--- src/rtl/jtbubl_sdram_pkg.sv ---
// jtbubl_sdram_pkg: shared types, slot indices and round-robin helper for the SDRAM scheduler
package jtbubl_sdram_pkg;
  typedef enum logic [1:0] {IDLE, REQ, WAIT} state_t;
  localparam int MAIN = 0;
  localparam int SUB  = 1;
  localparam int MCU  = 2;
  localparam int SND  = 3;
  localparam int GFX  = 4;
  function automatic logic [2:0] rr_pick(input logic [7:0] miss, input logic [2:0] ptr, input int n);
    logic [2:0] r;
    logic f;
    int idx;
    r = ptr;
    f = 1'b0;
    for (int k = 0; k < 8; k++) begin
      idx = (int'(ptr) + k) % n;
      if (k < n && !f && miss[idx]) begin
        r = 3'(idx);
        f = 1'b1;
      end
    end
    return r;
  endfunction
endpackage

--- src/rtl/jtbubl_sdram_slot.sv ---
// jtbubl_sdram_slot: one-entry tagged read buffer with combinational hit detect
module jtbubl_sdram_slot #(
  parameter int AW = 22
) (
  input  logic          clk,
  input  logic          rst,
  input  logic          fill,
  input  logic          inv,
  input  logic [AW-1:0] fill_addr,
  input  logic [31:0]   fill_data,
  input  logic [AW-1:0] addr,
  output logic          ok,
  output logic [31:0]   dout
);
  logic valid;
  logic [AW-1:0] tag;
  // invalidate wins over fill so an aborted transfer never lands
  always_ff @(posedge clk or posedge rst)
    if (rst) begin
      valid <= 1'b0;
      tag   <= '0;
      dout  <= '0;
    end else if (inv) begin
      valid <= 1'b0;
    end else if (fill) begin
      valid <= 1'b1;
      tag   <= fill_addr;
      dout  <= fill_data;
    end
  assign ok = valid && tag == addr;
endmodule

--- src/rtl/jtbubl_sdram_sched.sv ---
// jtbubl_sdram_sched: round-robin SDRAM read scheduler over N buffered ROM clients
module jtbubl_sdram_sched #(
  parameter int N    = 5,
  parameter int AW   = 22,
  parameter int TOUT = 63
) (
  input  logic            clk,
  input  logic            rst,
  input  logic            downloading,
  input  logic            loop_rst,
  input  logic [N-1:0]    slot_cs,
  input  logic [N*AW-1:0] slot_addr,
  output logic [N-1:0]    slot_ok,
  output logic [N*32-1:0] slot_dout,
  output logic            sdram_req,
  output logic [AW-1:0]   sdram_addr,
  input  logic            sdram_ack,
  input  logic            data_rdy,
  input  logic [31:0]     data_read,
  output logic            refresh_en,
  output logic [2:0]      busy_slot
);
  import jtbubl_sdram_pkg::*;
  localparam int WW = $clog2(TOUT + 1);
  state_t st, st_nx;
  logic [2:0] sel, sel_nx, rr, rr_nx, pick;
  logic [AW-1:0] addr_nx;
  logic req_nx, fill_en, halt;
  logic [WW-1:0] wd, wd_nx;
  logic [N-1:0] miss, fill;
  logic [AW-1:0] addr_a [N];
  assign halt       = downloading | loop_rst;
  assign miss       = slot_cs & ~slot_ok;
  assign pick       = rr_pick(8'(miss), rr, N);
  assign refresh_en = st == IDLE && miss == '0;
  assign busy_slot  = sel;
  genvar i;
  generate
    for (i = 0; i < N; i++) begin : g_slot
      assign addr_a[i] = slot_addr[i*AW +: AW];
      assign fill[i]   = fill_en && sel == 3'(i);
      jtbubl_sdram_slot #(.AW(AW)) u_slot (
        .clk       (clk),
        .rst       (rst),
        .fill      (fill[i]),
        .inv       (halt),
        .fill_addr (sdram_addr),
        .fill_data (data_read),
        .addr      (addr_a[i]),
        .ok        (slot_ok[i]),
        .dout      (slot_dout[i*32 +: 32])
      );
    end
  endgenerate
  // next-state: grant on miss, wait for ack, then data or watchdog reissue
  always_comb begin
    st_nx   = st;
    sel_nx  = sel;
    rr_nx   = rr;
    addr_nx = sdram_addr;
    req_nx  = sdram_req;
    wd_nx   = wd;
    fill_en = 1'b0;
    if (halt) begin
      st_nx  = IDLE;
      req_nx = 1'b0;
    end else begin
      case (st)
        IDLE: if (|miss) begin
          sel_nx  = pick;
          addr_nx = addr_a[pick];
          req_nx  = 1'b1;
          st_nx   = REQ;
        end
        REQ: if (sdram_ack) begin
          req_nx  = 1'b0;
          wd_nx   = '0;
          fill_en = data_rdy;
          st_nx   = data_rdy ? IDLE : WAIT;
        end
        WAIT: begin
          fill_en = data_rdy;
          wd_nx   = wd + 1'b1;
          if (data_rdy) st_nx = IDLE;
          else if (wd == WW'(TOUT - 1)) begin
            req_nx = 1'b1;
            st_nx  = REQ;
          end
        end
        default: st_nx = IDLE;
      endcase
    end
    if (fill_en) rr_nx = sel == 3'(N - 1) ? 3'd0 : sel + 3'd1;
  end
  // scheduler state register
  always_ff @(posedge clk or posedge rst)
    if (rst) begin
      st         <= IDLE;
      sel        <= '0;
      rr         <= '0;
      sdram_addr <= '0;
      sdram_req  <= 1'b0;
      wd         <= '0;
    end else begin
      st         <= st_nx;
      sel        <= sel_nx;
      rr         <= rr_nx;
      sdram_addr <= addr_nx;
      sdram_req  <= req_nx;
      wd         <= wd_nx;
    end
endmodule

--- config.mk ---
export PLATFORM = sky130hd
export DESIGN_NAME = jtbubl_sdram_sched
export DESIGN_NICKNAME = d
export VERILOG_FILES = /design/src/rtl/jtbubl_sdram_pkg.sv /design/src/rtl/jtbubl_sdram_slot.sv /design/src/rtl/jtbubl_sdram_sched.sv
export SDC_FILE = /design/constraint.sdc
export NUM_CORES = 1
export LEC_CHECK = 0
export BUFFER_PORTS_ARGS = -buffer_cell sky130_fd_sc_hd__buf_2
export CAP_MARGIN = 20
export CORE_MARGIN = 1.5
export CORE_UTILIZATION = 59
export DETAILED_ROUTE_END_ITERATION = 7
export PLACE_DENSITY_LB_ADDON = 0.12
export SKIP_CTS_REPAIR_TIMING = 1
export SYNTH_ARGS = -nofsm -noshare
export SYNTH_HDL_FRONTEND = slang
export SYNTH_SLANG_ARGS = --single-unit
--- constraint.sdc ---
create_clock -name clk -period 26.1 [get_ports clk]
set_input_delay 3.915 -clock clk [delete_from_list [all_inputs] [get_ports clk]]
set_output_delay 3.915 -clock clk [all_outputs]
set_load 0.05 [all_outputs]
==> results of run 1 <==
==> metrics by stage <==
stage,worst slack (ns),util (%),cell area (um^2)
after detailed placement,15.64,68.3,17300
final,15.62,73.2,18600
after CTS,15.63,72.7,18500
after global routing,15.46,73.1,18600
after global placement,15.79,68.3,17300
after floorplan,13.56,-,15400
==> cells in the mapped netlist (3+ instances only) <==
cell      instances
a221oi_1          3
or4_1             3
o31ai_1           4
ha_1             32
mux2_2          274
and3_1           10
and2_1            6
nand4_1          19
a21o_1           11
a21oi_1          24
o21ai_1           6
o21ai_0          12
clkbuf_1         37
nand2_1          34
nand3_1           9
buf_4             6
nor2b_1           9
xor2_1           46
nand4b_1          3
dfrtp_1         312
buf_12            3
mux2i_1          55
nor3_1           14
o22ai_1          24
inv_1            24
nor2_1           29
buf_2            10
or3_1             3
nand2b_1          6
inv_2             4
a31oi_1           4
xnor2_1          74
nor4_1           17
a221o_1          22
a22o_1            4
==> registers in the layout, summed over array words and instances (netlist names) <==
signal	count
busy_slot	3
g_slot.u_slot.dout	160
g_slot.u_slot.tag	110
g_slot.u_slot.valid	5
rr	3
sdram_addr	22
sdram_req	1
st	2
wd	6
==> worst max path at each step <==
| stage | from | endpoint | slack (ns) | depth (start not counted) |
|---|---|---|---|---|
| after detailed placement | slot_addr[64] | refresh_en | 15.64 | 9 |
| after floorplan | rst | busy_slot[0] | 13.56 | 1 |
| after CTS | slot_addr[64] | refresh_en | 15.63 | 9 |
| after global placement | slot_addr[64] | refresh_en | 15.79 | 9 |
| after global routing | slot_addr[64] | refresh_en | 15.46 | 9 |
| final | slot_addr[64] | refresh_en | 15.62 | 9 |
==> layout make-up <==
| type | instances | area [um^2] |
|---|---|---|
| repair buffers | 360 | 1900 |
| well taps | 330 | 413 |
| fillers | 1797 | 6820 |
| multi-input cells | 805 | 7200 |
| clock buffers | 44 | 920 |
| diodes | 14 | 35.0 |
| inverters | 28 | 113 |
| flip-flops and latches | 312 | 7810 |
| clock inverters | 17 | 193 |
==> routing by layer <==
metal	vias up	wire (um)	global-route usage [%]
met3	70	3650	7.94
li1	5070	-	-
met4	0	1050	9.83
met1	5715	17500	41.3
met5	-	0	0
met2	481	20500	51.7
==> cell families after synthesis <==
family | after synthesis | share of synthesized area [%]
simple gates | 174 | 6.25
xor+xnor | 120 | 6.82
fa+ha+maj | 32 | 2.60
buf+inv | 87 | 2.78
compound gates | 149 | 7.25
flops | 312 | 50.6
mux | 330 | 23.7
==> power groups by stage <==
stage | combinational (uW) | clock, uW | sequential, uW
after floorplan | 300 | 0 | 635
after global placement | 465 | 0 | 561
after detailed placement | 471 | 0 | 563
after CTS | 474 | 487 | 555
after global routing | 513 | 506 | 561
final | 481 | 482 | 557
==> worst max-delay path: cells and delay by family <==
family	cells	cell delay [ns]
AO/OA/AOI/OAI	1	0.29
buffers and inverters	3	0.44
XOR/XNOR	1	0.25
AND/OR/NAND/NOR	4	1.65
==> qor.yml, run 1 <==
critical_path:
  crit_path_cell_trace: "buf_2 -> xnor2_1 -> nand4_1 -> nor4_1 -> a21oi_1 -> nor4_1 -> nand2_1 -> inv_1 -> buf_2"
  endpoint_kind: "output port"
  worst_ep_required_time_ns: 22.18
  reg2reg_from: "rr[1]"
  crit_arrival_ns: 6.56
  timing.rr.end: "sdram_addr[2]"
  crit_path_start_kind: "input port"
  r2r_setup_slack_ns: 19.70
  critPathSlowestCell: "nor4_1"
  worstSetupPathType: "in2out"
  cpPeakStageDelay_ns: 0.73
  crit_fanout: 5
  rr_worst_depth: 22
drt:
  viasPerCell: 5.94
  routedWlPerCell_um: 22.4
  drt-initial-drc-count: 823
  route.detailed.drc: 0
  first_pass_iters: 5
  vias: 11300
  ant_nets: 0
  wl_um: 42700
pwr:
  cell_internal_pwr_uw: 973
  fin_total_pwr_uw: 1520
  max-vdd-ir-drop_uv: 75.5
  p_sw_uw: 546
  switching_share_pct: 36.0
  seqPwrFrac_pct: 36.6
  leakage_uw: 0.00999
  p_clk_share_pct: 31.7
  p_comb_share_pct: 31.7
  power_density_nw_per_um2: 81.8
min_path:
  worstHoldEndpoint: "g_slot[4].u_slot.valid"
  holdCritPathClass: "reg2reg"
  min_from: "g_slot[4].u_slot.valid"
  min_path_cells: 1
global_route:
  groute.usage.overall_pct: 31.5
  overflow: 0
  antenna_found_initial: 15
  grt_pass1_vias: 11500
  grt_max_degree: 101
  grt_first_pass_wirelength_um: 64800
outcome:
  status: "complete, no violations"
placed_design:
  hpwl_um: 29300
  place_inst: 1831
  port_buffers: 344
  gp_congestion: 0.854
sta:
  slew_viol_final: 0
  period_minus_slack_ns: 10.48
  whs_ns: 0.482
  tightestPinTransition_ns: 0.960
  rsz0062_at_grt: "no"
  setup_viol: 0
  hold_viol_final: 0
  slew_headroom_pct: 36.0
  finalCritPeriodShare_pct: 40.1
  fmax_ghz: 0.0955
  setup_tns_ns: 0
  clock_skew_ns: 0.0205
cells_and_area:
  drive_above_1_share_pct: 45.5
  final_cell_mix: "buf_2 (344), dfrtp_1 (312), mux2_2 (274)"
  syn2layout_area_growth_pct: 20.5
  layout.cells.non_filler: 1910
  final_nets: 1726
  final_common_cell: "buf_2"
synthesis:
  synth_warnings: 0
  yosysSeqAreaShare_pct: 50.6
  syn_avg_cell_area_um2: 12.8
  synth_seq_cells: 312
  synth-edff-count: 0
  ys_types: 78
  synth-main-ff-cell: "dfrtp_1"
  synth_top_area_share_pct: 50.6
  synthesis.area_um2: 15400
  synth_area_leader_cell: "dfrtp_1"
  synthCells: 1204
  synth_async_sr_flop_share_pct: 100
  synthTopCellsByArea: "dfrtp_1 (51%), mux2_2 (20%), xnor2_1 (4.2%), mux2i_1 (3.6%), xor2_1 (2.6%)"
  syn_nets: 1389
die:
  start_util_pct: 60.7
  die_w_um: 165
  core_um2: 25400
  rows: 58
  die-area_um2: 27100
  die_y_um: 165
  io_pins: 345
clock_tree:
  cts_tree: "built"
  clk_pin_slew_ns: 0.06
  clockBufferDepth: 3
  cts_htree_levels: 2
  numCtsBuffers: 34
  clk_latency_ns: 0.52
  cts_root_buffer: "clkbuf_16"
  cts_sinks: 312
job:
  max_cap_viol_count: 0
No activity file was read; power rests on OpenSTA's default activity.
==> run 2: changes to the inputs <==
--- a/config.mk
+++ b/config.mk
@@ -8,7 +8,7 @@
 export BUFFER_PORTS_ARGS = -buffer_cell sky130_fd_sc_hd__buf_2
 export CAP_MARGIN = 20
 export CORE_MARGIN = 1.5
-export CORE_UTILIZATION = 59
+export CORE_UTILIZATION = 55
 export DETAILED_ROUTE_END_ITERATION = 7
 export PLACE_DENSITY_LB_ADDON = 0.12
 export SKIP_CTS_REPAIR_TIMING = 1
==> constraint.sdc (replaced) <==
create_clock -name clk -period 10.55 [get_ports clk]
set_input_delay 1.5825 -clock clk [delete_from_list [all_inputs] [get_ports clk]]
set_output_delay 1.5825 -clock clk [all_outputs]
set_load 0.05 [all_outputs]
==> qor.yml, run 2 (same netlist as run 1, synthesis figures left out) <==
placed_design:
  port_buffers: 344  # unchanged
  dpl-instance-area_um2: 17400  # was 17300 um^2
  place_inst: 1877  # was 1831
  hpwl_um: 30000  # was 29300 um
  gp_congestion: 0.858  # was 0.854
  pre_cts_ws_ns: 4.27  # was 15.64 ns
sta:
  slew_headroom_pct: 25.9  # was 36.0%
  slew_viol_final: 0  # unchanged
  clock_skew_ns: 0.0233  # was 0.0205 ns
  tightestPinTransition_ns: 1.11  # was 0.960 ns
  setup_viol: 0  # unchanged
  setup_ws_ns: 4.22  # was 15.62 ns
  finalCritPeriodShare_pct: 60.0
  setup_tns_ns: 0  # unchanged
  fmax_ghz: 0.158
  period_minus_slack_ns: 6.33
  rsz0062_at_grt: "no"  # unchanged
  hold_viol_final: 0  # unchanged
global_route:
  grt_first_pass_wirelength_um: 65900  # was 64800 um
  grt_pass1_vias: 11600  # was 11500
  grt_max_degree: 99  # was 101
  antenna_found_initial: 10  # was 15
  overflow: 0  # unchanged
  groute.usage.overall_pct: 29.9  # was 31.5%
drt:
  viasPerCell: 5.73  # was 5.94
  met1Wirelength_um: 17600  # was 17500 um
  route.detailed.drc: 0  # unchanged
  vias: 11100  # was 11300
  ant_nets: 0  # unchanged
  wl_met2_um: 20100  # was 20500 um
  first_pass_iters: 5  # unchanged
  wl_um: 42900  # was 42700 um
  top_layer: "met5"  # was met4
  wl_met3_um: 3790  # was 3650 um
  routedWlPerCell_um: 22.1  # was 22.4 um
  drt-initial-drc-count: 619  # was 823
critical_path:
  endpoint_kind: "flip-flop"  # was output port
  crit_arrival_ns: 6.73  # was 6.56 ns
  crit_path_start_kind: "flip-flop"  # was input port
  crit_fanout: 22  # was 5
  worstSetupPathType: "reg2reg"  # was in2out
  worst_ep_required_time_ns: 10.95  # was 22.18 ns
outcome:
  status: "complete, no violations"  # unchanged
clock_tree:
  clk_latency_ns: 0.53  # was 0.52 ns
  numCtsBuffers: 35  # was 34
  cts_root_buffer: "clkbuf_16"  # unchanged
  clk_pin_slew_ns: 0.06  # about the same
  cts_sinks: 312  # unchanged
  cts_tree: "built"  # unchanged
  clockBufferDepth: 3  # unchanged
  cts_htree_levels: 2  # unchanged
cells_and_area:
  final_area_um2: 18600  # about the same
  largest_register_ffs: 160  # unchanged
  final_nets: 1722  # was 1726
  layout.cells.non_filler: 1944  # was 1910
  largestRegisters: "g_slot.u_slot.dout (160), g_slot.u_slot.tag (110), sdram_addr (22)"  # unchanged
  final_cell_mix: "buf_2 (344), dfrtp_1 (312), mux2_2 (274)"  # unchanged
  fillers: 2175  # was 1797
  syn2layout_area_growth_pct: 20.7  # was 20.5%
  regMostFlops: "g_slot.u_slot.dout"  # unchanged
  drive_above_1_share_pct: 45.7  # was 45.5%
  final_common_cell: "buf_2"  # unchanged
pwr:
  leakage_uw: 0.0100  # was 0.00999 uW
  power_density_nw_per_um2: 203  # was 81.8 nW/um^2
  max-vdd-ir-drop_uv: 135  # was 75.5 uV
die:
  rows: 61  # was 58
  die_y_um: 170  # was 165 um
  start_util_pct: 55.7  # was 60.7%
  io_pins: 345  # unchanged
  die-area_um2: 29100  # was 27100 um^2
  die_w_um: 170  # was 165 um
  core_um2: 27700  # was 25400 um^2
job:
  max_cap_viol_count: 0  # unchanged
min_path:
  holdCritPathClass: "reg2reg"  # unchanged
run 2: changes by cell type in the layout (fill, tap and decap cells not counted), moves of 2 or more:
cell	before	now
buf_8	2	0
diode_2	14	3
buf_4	12	10
clkinv_4	3	0
clkbuf_1	8	4
clkbuf_8	1	9
run 2: metrics by stage:
stage	power, uW	util, %	hold WS (ns)
after floorplan	2310	-	0.447
after global placement	2540	62.8	0.459
after detailed placement	2560	62.8	0.466
after CTS	3810	67.1	0.480
after global routing	3950	67.2	0.504
final	3790	67.2	0.480
run 2: worst paths after layout:
path,startpoint,to,slack [ns],cells after the start
worst max-delay path,rr[1],sdram_addr[13],4.22,21
worst min-delay path,g_slot[4].u_slot.valid,g_slot[4].u_slot.valid,0.48,1
worst max register to register,rr[1],sdram_addr[13],4.22,21
worst min register to register,g_slot[4].u_slot.valid,g_slot[4].u_slot.valid,0.48,1
max in group asynchronous,rst,g_slot[4].u_slot.tag[14],7.17,4
min in group asynchronous,rst,g_slot[3].u_slot.dout[10],1.16,2
run 2: where the power goes:
part           switching [uW]  leakage, uW  internal, uW  total [uW]
clock                     506     0.000592           730        1240
combinational             741      0.00511           434        1170
sequential                108      0.00431          1270        1380
run 2: layout make-up:
| type | count | area [um^2] | share of cell area [%] |
|---|---|---|---|
| Tap cell | 378 | 473 | 2.54 |
| Multi-Input combinational cell | 805 | 7210 | 38.7 |
| Timing Repair Buffer | 355 | 1820 | 9.80 |
| Clock inverter | 15 | 169 | 0.907 |
| Clock buffer | 48 | 1010 | 5.45 |
| Sequential cell | 312 | 7810 | 41.9 |
| Inverter | 28 | 113 | 0.605 |
| Antenna cell | 3 | 7.51 | 0.0403 |
run 2: layer usage:
metal	vias to the layer above	global-route usage, %
li1	5052	-
met1	5557	37.7
met2	425	48.8
met3	89	8.98
met4	12	10.6
met5	-	0
run 2: critical path, cell delays in order (launching register included):
cell	delay, ns
dfrtp_1	0.52
inv_2	0.20
ha_1	0.29
inv_1	0.07
ha_1	0.37
inv_1	0.12
ha_1	0.22
nor3_1	0.36
nor2_1	0.11
xnor2_1	0.26
ha_1	0.24
nor2b_1	0.17
o32ai_2	0.12
xnor2_1	0.38
mux2_2	0.41
a22oi_2	0.23
nand3_1	0.15
o211a_1	0.24
o32a_1	0.38
nand2_1	0.83
o22ai_1	0.21
a221o_1	0.31
